File: config.mk
export PLATFORM = sky130hd
export DESIGN_NAME = sdram_read
export DESIGN_NICKNAME = d
export VERILOG_FILES = /design/src/rtl/sdram_read.sv
export SDC_FILE = /design/constraint.sdc
export NUM_CORES = 1
export LEC_CHECK = 0
export CAP_MARGIN = 20
export CORE_MARGIN = 10
export CORE_UTILIZATION = 45
export DETAILED_ROUTE_END_ITERATION = 6
export PLACE_DENSITY = 0.78
export SYNTH_ARGS = -nofsm -noshare
export SYNTH_HDL_FRONTEND = slang
export SYNTH_SLANG_ARGS = --single-unit
File: constraint.sdc
create_clock -name iCLK -period 5.6 [get_ports iCLK]
set_clock_uncertainty 0.05 [all_clocks]
set_input_delay 1.4 -clock iCLK [delete_from_list [all_inputs] [get_ports iCLK]]
set_output_delay 1.4 -clock iCLK [all_outputs]
set_load 0.05 [all_outputs]
File: src/rtl/sdram_read.sv
// sdram_read: burst read engine issuing one bus read per word and handing each word to a consumer
module sdram_read #(
  parameter int ADDR_STEP = 1
) (
  input  logic        iCLK,
  input  logic        iRST,
  input  logic [23:0] iaddr,
  input  logic [7:0]  ilen,
  input  logic        ivalid,
  input  logic        iready,
  input  logic [15:0] iData,
  input  logic        iACK,
  output logic [23:0] oAddr,
  output logic        oRead,
  output logic        oWrite,
  output logic [1:0]  oBE,
  output logic [15:0] odata,
  output logic        ovalid,
  output logic        obusy,
  output logic        odone
);
  typedef enum logic [1:0] {IDLE, REQ, HOLD} state_t;
  localparam logic [23:0] STEP = 24'(ADDR_STEP);
  state_t      r_state;
  logic [23:0] r_addr;
  logic [7:0]  r_rem;
  logic [15:0] r_data;
  logic        r_valid;
  logic        r_done;
  logic        r_read;
  // run sequencing: latch request, wait for ack, hold word until consumer takes it
  always_ff @(posedge iCLK) begin
    if (iRST) begin
      r_state <= IDLE;
      r_addr  <= '0;
      r_rem   <= '0;
      r_data  <= '0;
      r_valid <= 1'b0;
      r_done  <= 1'b0;
      r_read  <= 1'b0;
    end else begin
      r_done <= 1'b0;
      case (r_state)
        IDLE: if (ivalid && ilen != 8'd0) begin
          r_addr  <= iaddr;
          r_rem   <= ilen;
          r_read  <= 1'b1;
          r_state <= REQ;
        end
        REQ: if (iACK) begin
          r_data  <= iData;
          r_valid <= 1'b1;
          r_read  <= 1'b0;
          r_state <= HOLD;
        end
        HOLD: if (iready) begin
          r_valid <= 1'b0;
          if (r_rem > 8'd1) begin
            r_addr  <= r_addr + STEP;
            r_rem   <= r_rem - 8'd1;
            r_read  <= 1'b1;
            r_state <= REQ;
          end else begin
            r_done  <= 1'b1;
            r_state <= IDLE;
          end
        end
        default: r_state <= IDLE;
      endcase
    end
  end
  assign oRead  = r_read;
  assign oAddr  = r_read ? r_addr : 24'h0;
  assign oWrite = 1'b0;
  assign oBE    = 2'b11;
  assign odata  = r_data;
  assign ovalid = r_valid;
  assign obusy  = r_state != IDLE;
  assign odone  = r_done;
endmodule
## Word-level counts from Yosys, hierarchy flattened

Index checks and enable logic that the tools add are counted.

- Flip-flop bits (word level): 53
- Word-level logic and storage cells: 54

- Add/sub/neg operators: 2
- Magnitude comparators: 1
- Equal/unequal tests: 6
- Multiplexer cells: 23
- Bitwise gates (word level): 2
- Reductions and logical operators: 13

Operators with widths:

| operator | count |
|---|---|
| $mux 24 | 4 |
| $pmux 24 s2 | 1 |
| $add 24x1->24 const B | 1 |
| $mux 8 | 3 |
| $pmux 8 s2 | 1 |
| $gt 8x1->1 const B | 1 |
| $mux 1 | 8 |
| $ne 2x2->1 const B | 4 |
| $reduce_bool 8->1 | 1 |
| $sub 8x1->8 const B | 1 |
| $mux 2 | 3 |
| $pmux 2 s3 | 1 |
| $reduce_and 3->1 | 2 |
| $reduce_bool 2->1 | 3 |
| $reduce_and 5->1 | 1 |
| $reduce_and 4->1 | 1 |
| $pmux 1 s3 | 1 |
| $reduce_bool 3->1 | 1 |
| $reduce_or 3->1 | 1 |
| $eq 2x1->1 const B | 1 |
| $eq 2x2->1 const B | 1 |
| $logic_not 2->1 | 1 |
| $not 1->1 | 2 |
| $pmux 1 s2 | 1 |
| 2 further kinds | 2 |

## Depth between registers and ports, before layout

- Depth after elaboration: 4
- Mapped depth: 9

## Worst setup path after synthesis

OpenSTA, ideal clock, no wires.

- Kind: register -> output
- Start: register r_read, in the netlist oRead
- End: output oAddr[0]
- Arrival: 1.382 ns
- Slack: 2.768 ns
- Cell stages (with the launch flop): 3
- Path buffers: 1
- Cell sequence: dfxtp_1 > clkbuf_1 > and2_1

- Longest elaborated chain between the ends: 1

RTL lines:

| element | line | RTL |
|---|---|---|
| start: declaration | 30 | `logic r_read;` |
| start signal: assignment | 40 | `r_read <= 1'b0;` |
| start signal: assignment | 47 | `r_read <= 1'b1;` |
| start signal: assignment | 53 | `r_read <= 1'b0;` |
| $mux 24 | 73 | `assign oAddr = r_read ? r_addr : 24'h0;` |
| end: declaration | 13 | `output logic [23:0] oAddr,` |

Every way passes these cells.

## Final worst setup path

- Start: input iready
- End: register r_rem[0]

- Longest elaborated chain between the ends: 2

RTL lines:

| element | line | RTL |
|---|---|---|
| start: declaration | 10 | `input logic iready,` |
| $ne 2x2->1 (no line) | n/a |  |
| $reduce_and 4->1 (no line) | n/a |  |
| end signal: assignment | 46 | `r_rem <= ilen;` |
| end signal: assignment | 60 | `r_rem <= r_rem - 8'd1;` |
| end: declaration | 26 | `logic [7:0] r_rem;` |

Every way passes these cells.
A chain may end at the register's enable or synchronous reset.

==> results.json <==
{
  "vias": 3178,
  "power-per-cell-area_nw_per_um2": 228.8,
  "wl_mm": 9.072,
  "std_cell_core_area_um2": 6756,
  "final_net_count": 537,
  "path_class": "in -> reg",
  "max_vdd_drop_mv": 0.1320,
  "whs_ns": 0.4097,
  "setup_viol": 0,
  "max_freq_mhz": 276.9,
  "grt_pass1_wl_mm": 14.79,
  "clock_tree.htree_level_count": 2,
  "cts_tree": "done",
  "start_kind": "input port",
  "detail_route.vias_per_cell": 5.655,
  "count_of_instances_resized_after_the_clock_tree_is_built": 0,
  "slew_worst_pin_ns": 1.054,
  "timing_max_transition_violations_final": 0,
  "min_path_type": "reg -> reg",
  "required_ns": 5.76,
  "fin_total_pwr_mw": 0.9411,
  "hpwlAfterDp_mm": 6.606,
  "finalSetupTns_ns": 0,
  "synth_edf_count": 0,
  "clkTransAtPathRegs_ns": 0.11,
  "final-hold-violation-count": 0,
  "cts-buffers-inserted": 5,
  "unrepaired_setup_endpoints_after_global_routing": "false",
  "dieHeight_um": 103.0,
  "cts.hold.buffers_added": 0,
  "syn2layout_area_growth_pct": 32.74,
  "synth_seq_cells": 53,
  "drt.antenna.violating_nets": 0,
  "crit_arrival_ns": 3.78,
  "core.rowCount": 30,
  "cp_max_fo": 25,
  "syn_inst": 406,
  "remaining_drcs": 0,
  "setup.worst_path.end": "r_rem[0]",
  "grt_start_max_net_pins": 50,
  "num_io_pins": 100,
  "p_seq_share_pct": 47.1,
  "cellLeakagePower_nw": 1.472,
  "peak_per_stage_delay_on_the_critical_path_ns": 0.57,
  "crit-reg2reg-capture": "r_rem[0]",
  "post-cts-setup-buffer-count": 0,
  "max-slew-margin-rel_pct": 29.72,
  "buffer_ports.inserted": 96,
  "yosys_most_used_dff": "sky130_fd_sc_hd__dfxtp_1",
  "drt-initial-drc-count": 187,
  "clock_insertion_delay_worst_skew_ns": 0.31,
  "status": "finished clean",
  "antenna_cells_inserted": 0,
  "ys_warn_count": 0,
  "antenna_found_initial": 0,
  "net-switching-power_mw": 0.3337,
  "cp_slowest_cell": "sky130_fd_sc_hd__or2_1",
  "clk_path_buf_depth": 2,
  "post-route-min-period_ns": 3.612,
  "r2r_setup_slack_ns": 2.70,
  "power.internal_mw": 0.6074,
  "drv_cap": 0,
  "syn_area_um2": 3099,
  "grt_util_all_layers_pct": 16.96,
  "r2r_cell_count": 8,
  "floorplan.die.width_um": 103.0,
  "layout_commonest_cell": "sky130_fd_sc_hd__clkdlybuf4s50_1",
  "grt-ovfl-total": 0,
  "synth-seq-area-share_pct": 34.23,
  "synth.lib_cells_used.distinct": 53,
  "crit_path_end_kind": "flop",
  "share_of_the_clock_period_used_by_the_worst_path_pct": 64.50,
  "worst_path_cell_chain": "clkdlybuf4s50_1 -> nand3b_4 -> a31oi_4 -> or2_1 -> buf_4 -> o21ai_1 -> a221oi_2",
  "postSynth.asyncResetShare_pct": 0,
  "syn-mean-instance-area_um2": 7.634,
  "timing.critical_path.from": "iready",
  "design.die.area_um2": 10610,
  "clkSinkCount": 53,
  "timing.rr.start": "r_rem[0]",
  "critical_path_cell_count": 7,
  "power.share.combinational_pct": 29.0,
  "path_delay_family": "buffers and inverters",
  "per_cell_routed_wire_length_um": 16.14,
  "floorplan.initialDensity_pct": 45.87,
  "clock_power_share_pct": 23.9,
  "grt_pass1_vias": 3103,
  "power.share.switching_pct": 35.46,
  "critical_path_buf_inv_count": 2,
  "mostFrequentLayoutCells": "sky130_fd_sc_hd__clkdlybuf4s50_1 (95), sky130_fd_sc_hd__nand2_1 (67), sky130_fd_sc_hd__dfxtp_1 (53)",
  "clockRootBuffer": "sky130_fd_sc_hd__clkbuf_8",
  "gpl.final_weighted_congestion": 0.8750,
  "layout-drive-gt1-share_pct": 8.299,
  "drt_pre_antenna_iters": 4
}
metal layers:
metal / GRT usage, % / up-vias / share of wire, %
li1: - / 1568 / -
met1: 20.92 / 1494 / 42
met2: 28.28 / 109 / 49
met3: 5.094 / 7 / 7.6
met4: 3.850 / 0 / 0.74
met5: 0 / - / 0
flip-flops by register name, summed over array words and instances, names as in the netlist:
name and flops:
oRead 1, r_rem 8, r_state 2, ovalid 1
odone 1, odata 16, r_addr 24
tightest hold or removal path, delay by kind of cell (launching register included):
family	cells	cell delay (ns)
DFF	1	0.32
AOI/OAI and AO/OA	1	0.05
and+or+nand+nor	1	0.05
kinds of logic (layout without fill, tap and decap cells):
kind of cell,Yosys count,in the layout,share of synthesized area [%]
other,2,3,0.2423
flip-flops,53,53,34.24
multiplexers,3,3,0.9690
AO/OA/AOI/OAI,121,121,26.28
AND/OR/NAND/NOR,178,178,30.00
adder cells (fa/ha/maj),3,3,1.211
buffers and inverters,46,121,7.065
through the flow:
step	area [um2]	util, %	std cells	setup WS, ns
after floorplan	3103	-	407	2.768
after global placement	4008	59.31	552	1.793
after detailed placement	4008	59.31	552	1.670
after CTS	4099	60.67	560	1.998
after global routing	4114	60.89	562	1.869
final	4114	60.89	562	1.988
layout make-up:
cell class              count  area (um2)
clock inverters             3       22.52
clock buffers               5       68.82
flip-flops and latches     53        1061
inverters                  12       45.04
repair buffers            101       993.5
well taps                  80       100.1
multi-input cells         308        1823
fillers                   580        2643
how the worst min path moves through the flow:
stage               slack (ns)  startpoint   endpoint  cells past startpoint
floorplan                 0.42    r_rem[6]   r_rem[6]                      2
global placement          0.39    odata[7]   odata[7]                      2
detailed placement        0.40    odata[5]   odata[5]                      2
CTS                       0.41    odata[5]   odata[5]                      2
global route              0.43   odata[14]  odata[14]                      2
finish                    0.41    odata[9]   odata[9]                      2
power by group through the flow:
stage	clock network (mW)	logic [mW]	registers, mW
floorplan	0	0.169	0.461
global placement	0	0.267	0.450
detailed placement	0	0.271	0.452
CTS	0.228	0.273	0.443
global route	0.244	0.297	0.449
finish	0.225	0.273	0.443
cells in the mapped netlist (3+ instances only):
library cell | instances | area, um2
sky130_fd_sc_hd__ha_1 | 3 | 37.54
sky130_fd_sc_hd__nand4_1 | 6 | 37.54
sky130_fd_sc_hd__o21ai_0 | 22 | 110.1
sky130_fd_sc_hd__nor2_1 | 25 | 93.84
sky130_fd_sc_hd__a211oi_2 | 8 | 100.1
sky130_fd_sc_hd__nor4_2 | 4 | 50.05
sky130_fd_sc_hd__and3_1 | 5 | 31.28
sky130_fd_sc_hd__dfxtp_1 | 53 | 1061
sky130_fd_sc_hd__and2_1 | 26 | 162.7
sky130_fd_sc_hd__buf_2 | 10 | 50.05
sky130_fd_sc_hd__inv_1 | 11 | 41.29
sky130_fd_sc_hd__a21oi_1 | 48 | 240.2
sky130_fd_sc_hd__nand2_1 | 67 | 251.5
sky130_fd_sc_hd__o21a_1 | 3 | 22.52
sky130_fd_sc_hd__a211oi_1 | 7 | 52.55
sky130_fd_sc_hd__mux2i_1 | 3 | 30.03
sky130_fd_sc_hd__nor2b_1 | 4 | 25.02
sky130_fd_sc_hd__o21ai_1 | 6 | 30.03
sky130_fd_sc_hd__buf_4 | 5 | 37.54
sky130_fd_sc_hd__nand3_1 | 9 | 45.04
sky130_fd_sc_hd__clkbuf_1 | 11 | 41.29
sky130_fd_sc_hd__and4_1 | 4 | 35.03
sky130_fd_sc_hd__o22ai_1 | 5 | 31.28
sky130_fd_sc_hd__or2_1 | 3 | 18.77
sky130_fd_sc_hd__nand2b_1 | 6 | 37.54
sky130_fd_sc_hd__nor3_1 | 9 | 45.04
sky130_fd_sc_hd__buf_1 | 6 | 22.52
No activity file was read; power rests on OpenSTA's default activity.
